$ cat src/rtl/cmd_assembler_if.sv
// Byte-in / command-out bundle between a UART receiver, the assembler and its consumer.
// Latency: n/a (wiring only).
// Backpressure: clr_rdy acknowledges bytes upstream, clr_cmd_rdy releases the held command.
interface cmd_assembler_if;
  logic [7:0]  rx_data;
  logic        rdy;
  logic        clr_rdy;
  logic [23:0] cmd;
  logic        cmd_rdy;
  logic        clr_cmd_rdy;
  logic        tmo;

  // Assembler side: consumes bytes, produces commands
  modport slave (
    input  rx_data, rdy, clr_cmd_rdy,
    output clr_rdy, cmd, cmd_rdy, tmo
  );

  // Environment side: produces bytes, consumes commands
  modport master (
    output rx_data, rdy, clr_cmd_rdy,
    input  clr_rdy, cmd, cmd_rdy, tmo
  );
endinterface

$ cat src/rtl/cmd_assembler.sv
// Assembles three received bytes into a 24-bit command, dropping partial commands on idle timeout.
// Latency: byte accepted in cycle N -> clr_rdy in N+1; third byte in N -> cmd/cmd_rdy valid in N+1.
// Backpressure: while a finished command is unconsumed in IDLE, rdy is ignored and the byte is held upstream.
module cmd_assembler #(
  parameter logic [15:0] TIMEOUT = 16'd50000
) (
  input logic             clk,
  input logic             rst_n,
  cmd_assembler_if.slave  bus
);

  typedef enum logic [1:0] {
    IDLE = 2'd0,
    HIGH = 2'd1,
    MID  = 2'd2
  } state_t;

  state_t      r_state;
  state_t      w_state_nxt;
  logic [7:0]  r_byte0;
  logic [7:0]  r_byte1;
  logic [23:0] r_cmd;
  logic        r_cmd_rdy;
  logic        r_clr_rdy;
  logic        r_tmo;
  logic [15:0] r_cnt;

  logic        w_in_idle;
  logic        w_accept;
  logic        w_tmo_hit;
  logic        w_complete;

  // The spare encoding behaves exactly like IDLE so the FSM always recovers.
  assign w_in_idle = (r_state != HIGH) && (r_state != MID);

  // rdy is still high in the acknowledge cycle, so that cycle is skipped to avoid
  // taking the same byte twice; a pending command blocks the start of a new one.
  assign w_accept   = bus.rdy & ~r_clr_rdy & ~(w_in_idle & r_cmd_rdy);
  assign w_complete = w_accept & (r_state == MID);

  // Next-state selection; accept wins over an expiring timeout
  always_comb begin
    w_state_nxt = IDLE;
    w_tmo_hit   = 1'b0;
    case (r_state)
      HIGH: begin
        if (w_accept) begin
          w_state_nxt = MID;
        end else if (r_cnt == TIMEOUT - 16'd1) begin
          w_state_nxt = IDLE;
          w_tmo_hit   = 1'b1;
        end else begin
          w_state_nxt = HIGH;
        end
      end
      MID: begin
        if (w_accept) begin
          w_state_nxt = IDLE;
        end else if (r_cnt == TIMEOUT - 16'd1) begin
          w_state_nxt = IDLE;
          w_tmo_hit   = 1'b1;
        end else begin
          w_state_nxt = MID;
        end
      end
      default: begin
        w_state_nxt = w_accept ? HIGH : IDLE;
      end
    endcase
  end

  // State register
  always_ff @(posedge clk or negedge rst_n) begin
    if (!rst_n) begin
      r_state <= IDLE;
    end else begin
      r_state <= w_state_nxt;
    end
  end

  // Held bytes of the partial command; wiped when the command times out
  always_ff @(posedge clk or negedge rst_n) begin
    if (!rst_n) begin
      r_byte0 <= 8'h00;
      r_byte1 <= 8'h00;
    end else if (w_tmo_hit) begin
      r_byte0 <= 8'h00;
      r_byte1 <= 8'h00;
    end else if (w_accept) begin
      if (w_in_idle) begin
        r_byte0 <= bus.rx_data;
      end
      if (r_state == HIGH) begin
        r_byte1 <= bus.rx_data;
      end
    end
  end

  // Completed command and its ready flag; a completion beats a coincident clear
  always_ff @(posedge clk or negedge rst_n) begin
    if (!rst_n) begin
      r_cmd     <= 24'h000000;
      r_cmd_rdy <= 1'b0;
    end else if (w_complete) begin
      r_cmd     <= {r_byte0, r_byte1, bus.rx_data};
      r_cmd_rdy <= 1'b1;
    end else if (bus.clr_cmd_rdy) begin
      r_cmd_rdy <= 1'b0;
    end
  end

  // One-cycle acknowledge and timeout pulses
  always_ff @(posedge clk or negedge rst_n) begin
    if (!rst_n) begin
      r_clr_rdy <= 1'b0;
      r_tmo     <= 1'b0;
    end else begin
      r_clr_rdy <= w_accept;
      r_tmo     <= w_tmo_hit;
    end
  end

  // Inter-byte idle counter; only runs while a command is partially received
  always_ff @(posedge clk or negedge rst_n) begin
    if (!rst_n) begin
      r_cnt <= 16'd0;
    end else if (w_accept || w_in_idle || w_tmo_hit) begin
      r_cnt <= 16'd0;
    end else begin
      r_cnt <= r_cnt + 16'd1;
    end
  end

  assign bus.clr_rdy = r_clr_rdy;
  assign bus.cmd     = r_cmd;
  assign bus.cmd_rdy = r_cmd_rdy;
  assign bus.tmo     = r_tmo;

endmodule

$ cat src/flat_wrapper.sv
// flat-port wrapper written by rule: the top's interface ports become plain ports
module cmd_assembler_flat 
#(
  parameter logic [15:0] TIMEOUT = 16'd50000
)
  (clk, rst_n, bus_rx_data, bus_rdy, bus_clr_cmd_rdy, bus_clr_rdy, bus_cmd, bus_cmd_rdy, bus_tmo);
  cmd_assembler_if bus_i ();
  input logic clk;
  input logic rst_n;
  input wire logic [$bits(bus_i.rx_data)-1:0] bus_rx_data;
  input wire logic [$bits(bus_i.rdy)-1:0] bus_rdy;
  input wire logic [$bits(bus_i.clr_cmd_rdy)-1:0] bus_clr_cmd_rdy;
  output wire logic [$bits(bus_i.clr_rdy)-1:0] bus_clr_rdy;
  output wire logic [$bits(bus_i.cmd)-1:0] bus_cmd;
  output wire logic [$bits(bus_i.cmd_rdy)-1:0] bus_cmd_rdy;
  output wire logic [$bits(bus_i.tmo)-1:0] bus_tmo;
  assign bus_i.rx_data = bus_rx_data;
  assign bus_i.rdy = bus_rdy;
  assign bus_i.clr_cmd_rdy = bus_clr_cmd_rdy;
  assign bus_clr_rdy = bus_i.clr_rdy;
  assign bus_cmd = bus_i.cmd;
  assign bus_cmd_rdy = bus_i.cmd_rdy;
  assign bus_tmo = bus_i.tmo;
  cmd_assembler #(.TIMEOUT(TIMEOUT)) u_core (.clk(clk), .rst_n(rst_n), .bus(bus_i));
endmodule
$ cat config.mk
export PLATFORM = sky130hd
export DESIGN_NAME = cmd_assembler_flat
export DESIGN_NICKNAME = d
export VERILOG_FILES = /design/src/rtl/cmd_assembler_if.sv /design/src/rtl/cmd_assembler.sv /design/src/flat_wrapper.sv
export SDC_FILE = /design/constraint.sdc
export NUM_CORES = 1
export LEC_CHECK = 0
export ABC_AREA = 1
export CORE_MARGIN = 2
export CORE_UTILIZATION = 45
export DETAILED_ROUTE_END_ITERATION = 10
export PLACE_DENSITY = 0.79
export SLEW_MARGIN = 20
export SYNTH_ARGS = -nofsm -noshare
export SYNTH_HDL_FRONTEND = slang
export SYNTH_SLANG_ARGS = --single-unit
$ cat constraint.sdc
create_clock -name clk -period 3.1 [get_ports clk]
set_clock_uncertainty 0.1 [all_clocks]
set_input_delay 0.62 -clock clk [delete_from_list [all_inputs] [get_ports clk]]
set_output_delay 0.62 -clock clk [all_outputs]
set_load 0.005 [all_outputs]
==> impl_metrics.ini <==
[yosys]
syn_area_mm2 = 0.00276
synth_cell_types = 23
synthFlopType = dfrtp_1
synth_edf_count = 0
synth_area_leader_cell = dfrtp_1
synth_nets = 347
synth_seq_area_share_pct = 55.3
netlist.area_leader.share_pct = 55.3
synth_area_per_cell_um2 = 8.32
ys_ff_latch = 61
yosysWarnings = 0
synthTopCellsByArea = dfrtp_1 55%, nand2_1 14%, nand3_1 5.1%
async_flop_share_pct = 100
synthCells = 332

[die]
die_y_um = 82.3
die_w_um = 82.3
die-area_mm2 = 0.00678
initial_core_util_pct = 46.6
row_count = 28
core_area_mm2 = 0.00592
io-pin-count = 39

[power_and_ir_drop]
power_density_mw_per_mm2 = 760
p_leak_nw = 1.65
power.total_mw = 2.60
ir_worst_vdd_mv = 0.423

[routing]
drc = 0
viasPerCell = 4.85
num_vias = 2198
routed_wl_um = 5760
wl_per_cell_um = 12.7
drtPass1Iterations = 4
drt-initial-drc-count = 185
drtAntennaViolNets = 0

[critical_path]
crit_path_start = bus_rdy
crit_arrival_ns = 2.19
required_ns = 3.23
critical_path.max_fanout = 33
worstSetupPathType = input pin to flip-flop
r2r-start = u_core.r_state[0]$_DFF_PN0_
critPathLaunchType = input pin
critPathCaptureType = flip-flop

[clock_network]
htreeDepth = 3
root_buffer = clkbuf_8
post-cts-setup-buffers = 0
clockBufferDepth = 2
numCtsBuffers = 9
clock_latency_ns = 0.33
hold_buffers = 0
clk_pin_slew_ns = 0.07
ctsResizeCount = 0
clock_sinks = 61
cts_tree = yes

[layout]
final_common_cell = nand2_1
mostFrequentLayoutCells = 104 x nand2_1, 61 x dfrtp_1, 37 x clkdlybuf4s50_1, 36 x inv_1, 36 x nor2_1
area_growth_pct = 23.7
diodes = 0
fin_nets = 389
drive_gt1_share_pct = 9.26
fin_util_pct = 57.7

[run_status]
status = completed

[sta]
holdWs_ns = 0.104
finalSetupViolations = 0
worst_pin_slew_ns = 0.657
finalHoldViolations = 0
rsz0062_at_grt = false
min_period_over_period_pct = 66.4
period_minus_slack_ns = 2.06
fin_tns_setup_ns = 0
slew_viol_final = 0
slew_headroom_pct = 56.2
max_freq_mhz = 486

[grt]
grt_max_degree = 34
grt_pass1_wl_um = 9790
grt_pass1_vias = 2116
grt_antenna_before_repair = 0
overflow = 0
grt_use_total_pct = 19.5

[placed_design]
hpwl_um = 4110
gp_congestion = 0.848
portBuffers = 38

[min_path]
hp-class = input pin to asynchronous set/reset pin

[flow_run]
maxCapViolations = 0
per-stage QoR:
step	area [um2]	cells	worst slack, ns
3_3_place_gp	3180	438	0.785
4_1_cts	3420	453	1.05
2_1_floorplan	2760	332	1.53
6_report	3420	453	1.04
5_1_grt	3420	453	0.845
3_5_place_dp	3180	438	0.697
metal layers:
layer / part of all wire [%] / track usage, %
met1: 47 / 26.6
met2: 46 / 29.0
met3: 3.9 / 3.70
met4: 2.8 / 11.7
met5: 0 / 0
logic make-up (layout without fill, tap and decap cells):
logic type,Yosys count,in the layout,share of synthesized area [%]
adders and majority gates,3,3,1.36
AOI/OAI and AO/OA,25,25,4.62
xor gates and xnor gates,3,3,0.952
buffers and inverters,49,95,7.79
DFF,61,61,55.3
and+or+nand+nor,191,191,30.0
critical path, stage by stage:
cell             delay, ns
clkdlybuf4s50_1       0.46
inv_1                 0.06
nor2_4                0.09
nand2_2               0.11
inv_4                 0.17
nand2_2               0.35
o21ai_0               0.31
final timing paths:
| kind | endpoint | slack [ns] | cells after the start |
|---|---|---|---|
| max reg2reg | u_core.bus.cmd[9]$_DFFE_PN0P_ | 1.08 | 4 |
| max | u_core.bus.cmd[9]$_DFFE_PN0P_ | 1.04 | 7 |
| min reg2reg | u_core.bus.cmd[5]$_DFFE_PN0P_ | 0.37 | 2 |
| min | u_core.r_cnt[1]$_DFF_PN0_ | 0.10 | 1 |
| max in group asynchronous | u_core.r_byte1[1]$_DFFE_PN0P_ | 2.10 | 2 |
| min in group clk | u_core.bus.cmd[5]$_DFFE_PN0P_ | 0.37 | 2 |
synthesized netlist by cell type (all sizes together), types with 2 or more instances:
cell / count
a21oi: 2
buf: 8
dfrtp: 61
ha: 3
inv: 39
nand2: 108
nand3: 31
nand4: 4
nor2: 42
nor3: 6
o21ai: 22
xor2: 3
report_power, final:
group	internal [mW]	total (mW)	switching (mW)
registers	1.02	1.14	0.120
logic	0.347	0.645	0.298
clock network	0.514	0.805	0.291
total	1.89	2.60	0.710
area by class of cell:
class,count,area [um2]
fill,526,2500
sequential,61,1530
multi-input combinational,222,1020
timing repair buffer,40,390
clock buffer,12,165
inverter,40,153
tap,75,93.8
clock inverter,3,67.6
registers in the layout, indices dropped and copies added, names as in the netlist:
| name | flops |
|---|---|
| u_core.bus.tmo | 1 |
| u_core.r_byte1 | 8 |
| u_core.bus.cmd | 24 |
| u_core.r_cnt | 16 |
| u_core.bus.clr_rdy | 1 |
| u_core.r_byte0 | 8 |
| u_core.bus.cmd_rdy | 1 |
| u_core.r_state | 2 |
Note: power is estimated with default switching activity, not from simulation.
